==> src/rtl/ram_bank_arbiter.sv <==
// Two-requester arbiter in front of a single-port RAM bank: round-robin by default,
// with a lock that lets one requester keep the bank across consecutive accesses.
module ram_bank_arbiter #(
    parameter int ADDR_BIT = 3,
    parameter int DATA_BIT = 16
) (
    input  logic                clk,
    input  logic                rst_n,
    input  logic                req0,
    input  logic                req1,
    input  logic                wr0,
    input  logic                wr1,
    input  logic                lock0,
    input  logic                lock1,
    input  logic [ADDR_BIT-1:0] addr0,
    input  logic [ADDR_BIT-1:0] addr1,
    input  logic [DATA_BIT-1:0] wdata0,
    input  logic [DATA_BIT-1:0] wdata1,
    output logic                gnt0,
    output logic                gnt1,
    output logic                rvalid0,
    output logic                rvalid1,
    output logic [DATA_BIT-1:0] rdata,
    output logic                ram_en,
    output logic                ram_we,
    output logic                ram_re,
    output logic [ADDR_BIT-1:0] ram_addr_w,
    output logic [ADDR_BIT-1:0] ram_addr_r,
    output logic [DATA_BIT-1:0] ram_d_w,
    input  logic [DATA_BIT-1:0] ram_d_r
);

    typedef enum logic [1:0] {
        IDLE = 2'd0,
        OWN0 = 2'd1,
        OWN1 = 2'd2
    } state_t;

    state_t     state_q, state_d;
    logic       ptr_q, ptr_d;
    logic       arb0, arb1;
    logic [1:0] rv_q;
    logic       sel_wr;

    // NOTE: every output of this block gets a default first so no latch is inferred.
    always_comb begin
        state_d = state_q;
        ptr_d   = ptr_q;
        arb0    = 1'b0;
        arb1    = 1'b0;
        case (state_q)
            IDLE: begin
                if (req0 && (!req1 || !ptr_q)) arb0 = 1'b1;
                else if (req1)                 arb1 = 1'b1;
                if (arb0) begin
                    ptr_d = 1'b1;
                    if (lock0) state_d = OWN0;
                end else if (arb1) begin
                    ptr_d = 1'b0;
                    if (lock1) state_d = OWN1;
                end
            end
            OWN0: begin
                arb0 = req0;
                if (!lock0) begin
                    state_d = IDLE;
                    ptr_d   = 1'b1;
                end
            end
            OWN1: begin
                arb1 = req1;
                if (!lock1) begin
                    state_d = IDLE;
                    ptr_d   = 1'b0;
                end
            end
            default: state_d = IDLE;
        endcase
    end

    // Grants are forced low while reset is held, without waiting for a clock.
    assign gnt0 = arb0 & rst_n;
    assign gnt1 = arb1 & rst_n;

    assign sel_wr     = gnt1 ? wr1 : wr0;
    assign ram_en     = gnt0 | gnt1;
    assign ram_we     = ram_en & sel_wr;
    assign ram_re     = ram_en & ~sel_wr;
    assign ram_addr_w = gnt1 ? addr1 : addr0;
    assign ram_addr_r = gnt1 ? addr1 : addr0;
    assign ram_d_w    = gnt1 ? wdata1 : wdata0;

    // NOTE: state registers use non-blocking assignments so all flops update together.
    always_ff @(posedge clk or negedge rst_n) begin
        if (!rst_n) begin
            state_q <= IDLE;
            ptr_q   <= 1'b0;
            rv_q    <= 2'b00;
        end else begin
            state_q <= state_d;
            ptr_q   <= ptr_d;
            rv_q    <= {gnt1 & ~wr1, gnt0 & ~wr0};
        end
    end

    // The bank returns read data one cycle after the strobe, aligned with rv_q.
    assign rvalid0 = rv_q[0];
    assign rvalid1 = rv_q[1];
    assign rdata   = ram_d_r;

endmodule

==> config.mk <==
export PLATFORM = sky130hd
export DESIGN_NAME = ram_bank_arbiter
export DESIGN_NICKNAME = d
export VERILOG_FILES = /design/src/rtl/ram_bank_arbiter.sv
export SDC_FILE = /design/constraint.sdc
export NUM_CORES = 1
export LEC_CHECK = 0
export CAP_MARGIN = 10
export CORE_ASPECT_RATIO = 0.6
export CORE_MARGIN = 4
export CORE_UTILIZATION = 23
export CTS_CLUSTER_SIZE = 20
export DETAILED_ROUTE_END_ITERATION = 16
export PLACE_DENSITY = 0.73
export SYNTH_ARGS = -nofsm -noshare
export SYNTH_HDL_FRONTEND = slang
export SYNTH_SLANG_ARGS = --single-unit
==> constraint.sdc <==
create_clock -name clk -period 1.9 [get_ports clk]
set_input_delay 0.38 -clock clk [delete_from_list [all_inputs] [get_ports clk]]
set_output_delay 0.38 -clock clk [all_outputs]
set_load 0.005 [all_outputs]
# After elaboration in Yosys (flattened, before gate mapping)

Index checks and enable logic that the tools add are counted.

Register bits after elaboration: 5
Input port bits: 62
Output and inout port bits: 45
Word-level logic and storage cells: 50

Eq/ne operators: 7
Mux-type cells: 22
Bitwise operators: 10
Reduce and logical (&&, ||, !) cells: 8

Operators by type and width:

| kind                                                             | count |
|---|---|
| 16-bit 2-to-1 mux                                                | 1 |
| 2-bit 2-to-1 mux                                                 | 6 |
| 1-bit 2-to-1 mux                                                 | 10 |
| 3-bit != test (second input constant)                            | 3 |
| 1-bit bitwise AND                                                | 6 |
| 2-bit case mux with 3 select lines                               | 1 |
| 5-bit AND reduction                                              | 1 |
| 2-bit != test (second input constant)                            | 2 |
| 1-bit case mux with 2 select lines                               | 2 |
| 4-bit AND reduction                                              | 1 |
| 3-bit 2-to-1 mux                                                 | 1 |
| 1-bit NOT                                                        | 3 |
| 1-bit case mux with 3 select lines                               | 1 |
| 3-bit nonzero test                                               | 1 |
| 2-bit by 1-bit == test with 1-bit output (second input constant) | 1 |
| 2-bit == test (second input constant)                            | 1 |
| 1-bit zero test                                                  | 2 |
| 2-bit zero test                                                  | 1 |
| 1-bit logical AND                                                | 1 |
| 1-bit logical OR                                                 | 1 |
| 1-bit OR                                                         | 1 |

# Longest topological paths before layout

Depth after elaboration: 10
Mapped depth: 7
Depth with buffers taken out: 6

# Worst setup path after synthesis

Ideal clock, no wire load.

Path kind: register to output
Start point: reg state_q[1]
End point: out ram_addr_w[0]
Arrival time: 1674 ps
Path slack: -154 ps
Stages on the path, launching flop included: 8
Buffers on the path: 2
Cell sequence: dfrtp_1 -> inv_1 -> ha_1 -> o211ai_2 -> nor2_4 -> buf_6 -> mux2_4 -> buf_4

Cells in the longest elaborated chain, start to end: 4
Elaborated cells between the ends (all ways): 5

Ends and longest elaborated chain:

| what                                                    | RTL line | text |
|---|---|---|
| start: declaration                                      | 39       | `state_t state_q, state_d;` |
| start signal: assignment                                | 100      | `state_q <= state_d;` |
| 2-bit == test / 2-bit zero test (equally long branches) | 51       | `case (state_q)` |
| 1-bit case mux with 2 select lines *                    | 51       |  |
| 1-bit bitwise AND *                                     | 83       | `assign gnt1 = arb1 & rst_n;` |
| 3-bit 2-to-1 mux *                                      | -        |  |
| end: declaration                                        | 27       | `output logic [ADDR_BIT-1:0] ram_addr_w,` |

Every way passes the cells marked *; elsewhere a longest branch is shown, timed or not.

# Worst setup path in the final report

Start point: reg state_q[1]
End point: out ram_d_w[4]

Cells in the longest elaborated chain, start to end: 4
Elaborated cells between the ends (all ways): 5

Ends and longest elaborated chain:

| what                                                    | RTL line | text |
|---|---|---|
| 2-bit == test / 2-bit zero test (equally long branches) | 51       |  |
| 1-bit case mux with 2 select lines *                    | 51       |  |
| 1-bit bitwise AND *                                     | 83       |  |
| 16-bit 2-to-1 mux *                                     | 91       | `assign ram_d_w = gnt1 ? wdata1 : wdata0;` |
| end: declaration                                        | 29       | `output logic [DATA_BIT-1:0] ram_d_w,` |

Marked as above.

==> key figures <==
Synthesis
  • Synthesized net count: 148
  • Synth top area share: 30.31%
  • Flops & latches, synth: 5
  • Netlist cell types: 27
  • Syn avg cell area: 10.15 sq um
  • Yosys warns: 0
  • Top cells by count, synth: buf_4 (19), mux2_4 (17), dfrtp_1 (5), nand2_1 (5)
  • Synth top area cells: mux2_4 (30%), buf_4 (17%), dfrtp_1 (15%), ha_1 (4.5%), mux2_2 (4.0%)
  • Syn Inst Count: 83
  • Syn Std Cell Area: 842.1 sq um
  • EDFF count, synth: 0
  • Ys async rst share: 100.0%
  • Top FF cell, synth: dfrtp_1
  • Most frequent cell after synthesis: buf_4
  • Cell taking the most area after synthesis: mux2_4
  • Register area share after synthesis: 14.86%

Place
  • Gpl congestion: 0.8024
  • Area after DPL: 1675 sq um
  • Port bufs: 74
  • DP HPWL: 2.767 mm
  • Placed Instances: 200

Clock network
  • Clock transition at path regs: 0.04 ns
  • CTS Root Cell: clkbuf_8
  • CTS tree: yes
  • Clk buf depth: 2
  • Skew-Pair Late Insertion Delay: 0.23 ns
  • Clock Sinks: 5
  • CTS H-tree lvls: 1
  • CTS Hold Bufs: 0
  • Number of CTS-inserted buffers: 3

Setup path
  • Setup CP Type: register to output pin
  • CP max FO: 5
  • Startpoint Class: register
  • CP required: 1.52 ns
  • Endpoint type of the worst setup path: output pin
  • Critical Path AT: 1.88 ns

Timing
  • Worst Skew: 0.004504 ns
  • RSZ-0062 raised after global routing: yes
  • Final WS setup: -0.3636 ns
  • Max-slew violations: 0
  • Final-report hold violation count: 0
  • Worst slew pin tran: 0.2859 ns
  • Max Clk Rate: 441.8 MHz
  • Final setup violation count: 27
  • Relative slew slack: 80.70%
  • Final min period: 2.264 ns
  • Period utilization: 119.1%

Drt
  • Initial DRC count: 22
  • Routed Antenna Nets: 0
  • DR vias/cell: 4.479
  • Residual DRC: 0
  • Routed via count: 963
  • WL final: 3.651 mm
  • Drt first pass iters: 4
  • Routed length per instance: 16.98 microns

Finish
  • Fin cells: 215
  • Final core utilization: 55.70%
  • Fill count: 270
  • ANT cells: 0
  • Layout cell share with drive strength beyond 1: 55.29%
  • # nets final: 236
  • P&R area growth vs syn: 123.8%
  • Post-route cell area: 1884 sq um

Die
  • Die span in x: 86.12 microns
  • Area of the core: 3383 sq um
  • Die ar.: 4725 sq um
  • Initial Util: 24.89%
  • Die height: 54.87 microns
  • Num ports: 107
  • Num rows: 16

Global routing
  • Number of global-route vias before repair: 980
  • Gr usage total: 14.06%
  • Overflow after GRT: 0
  • Largest net degree at the start of global routing: 8
  • Initial antenna violation count: 0
  • Wire length of the first global-routing pass: 5.043 mm

Pwr
  • Seq pwr share: 10.5%
  • Pleak: 0.0008656 uW
  • Maximum VDD drop: 0.0003802 V
  • Power Density: 837.5 nW/um^2
  • Net Switching: 538.7 uW
  • Sw Share: 34.14%
  • Pint: 1039 uW
  • Power share of the clock group: 13.4%
  • Combinational group share of total power: 76.1%

Job
  • Max-cap viol count: 0

Hold path
  • HP Class: input pin to async pin

Run status
  • Outcome: finished, violations left
  • Failing checks: negative setup slack
[placed cells by master, fill, tap and decap left out, types with 2 or more instances in the layout]
cell / netlist / layout
dlygate4sd2_1: 0 / 2
nand2_1: 5 / 5
buf_6: 2 / 30
ha_4: 0 / 3
nand3_1: 3 / 3
buf_2: 0 / 5
dfrtp_1: 5 / 5
or2b_1: 2 / 2
clkbuf_8: 0 / 3
buf_4: 19 / 19
inv_2: 0 / 3
clkdlybuf4s50_1: 0 / 44
mux2_4: 17 / 19
nor2_1: 3 / 2
[state kept, by name, indices dropped and copies added, names as in the netlist]
signal and cells:
state_q 2, rv_q 2, ptr_q 1
[per-stage QoR]
step	setup TNS [ns]	total power, uW	setup WS, ns	hold WS [ns]
detailed placement	-16.07	1151	-0.6487	0.6508
global route	-10.04	1661	-0.4377	0.2984
CTS	-8.505	1506	-0.4323	0.2785
floorplan	-0.002313	677.6	-0.001156	0.08441
finish	-8.105	1578	-0.3636	0.2844
global placement	-15.34	1120	-0.6147	0.6355
[power by group through the flow]
stage	sequential [uW]	combinational (uW)	clock, uW
finish	166	1200	212
global placement	165	956	0
floorplan	166	511	0
CTS	164	1130	208
detailed placement	165	986	0
global route	169	1270	220
[final timing paths]
kind / from / end / slack [ns] / cells past startpoint
max in group asynchronous: rst_n / state_q[0]$_DFFE_PN0P_ / 1.49 / 2
worst min-delay path: rst_n / rv_q[1]$_DFF_PN0_ / 0.28 / 2
worst max-delay path: state_q[1]$_DFFE_PN0P_ / ram_d_w[4] / -0.36 / 8
min in group clk: ptr_q$_DFFE_PN0P_ / ptr_q$_DFFE_PN0P_ / 0.69 / 2
worst min register to register: ptr_q$_DFFE_PN0P_ / ptr_q$_DFFE_PN0P_ / 0.69 / 2
worst max register to register: state_q[1]$_DFFE_PN0P_ / ptr_q$_DFFE_PN0P_ / 0.05 / 9
[final cells by class]
type	instances	area, sq um	area share, %
Timing Repair Buffer	104	1039	55.11
Multi-Input combinational cell	54	608.1	32.27
Sequential cell	5	125.1	6.640
Tap cell	45	56.30	2.988
Inverter	3	11.26	0.5976
Clock buffer	4	45.04	2.390
[metal layers]
layer	track usage (%)	vias up	wire length (microns)
met4	5.789	0	49
met1	15.66	452	1402
met3	3.609	10	226
met2	26.21	48	1972
met5	0	-	0
li1	-	453	-
[kinds of logic (layout without fill, tap and decap cells)]
family | count (synthesis) | after routing | share of synthesized area [%]
AOI/OAI and AO/OA | 12 | 12 | 12.04
muxes | 20 | 20 | 34.32
and+or+nand+nor | 19 | 19 | 13.37
DFF | 5 | 5 | 14.86
adders and majority gates | 3 | 3 | 4.458
buffers and inverters | 24 | 111 | 20.95
[worst max-delay path: stages (launching register included)]
cell and delay [ns]:
dfrtp_1 0.43, inv_2 0.08, ha_4 0.18, o211ai_4 0.21
nor2_4 0.07, buf_6 0.14, buf_8 0.13, mux2_4 0.30
buf_6 0.12
[what timing repair did]
action	CTS	global route
endpoints found under the setup margin	28	29
gates resized for setup	140	17
buffers inserted	10	4
cloned	2	0
pin swaps	8	8
Power figures use the tool's default switching activity.
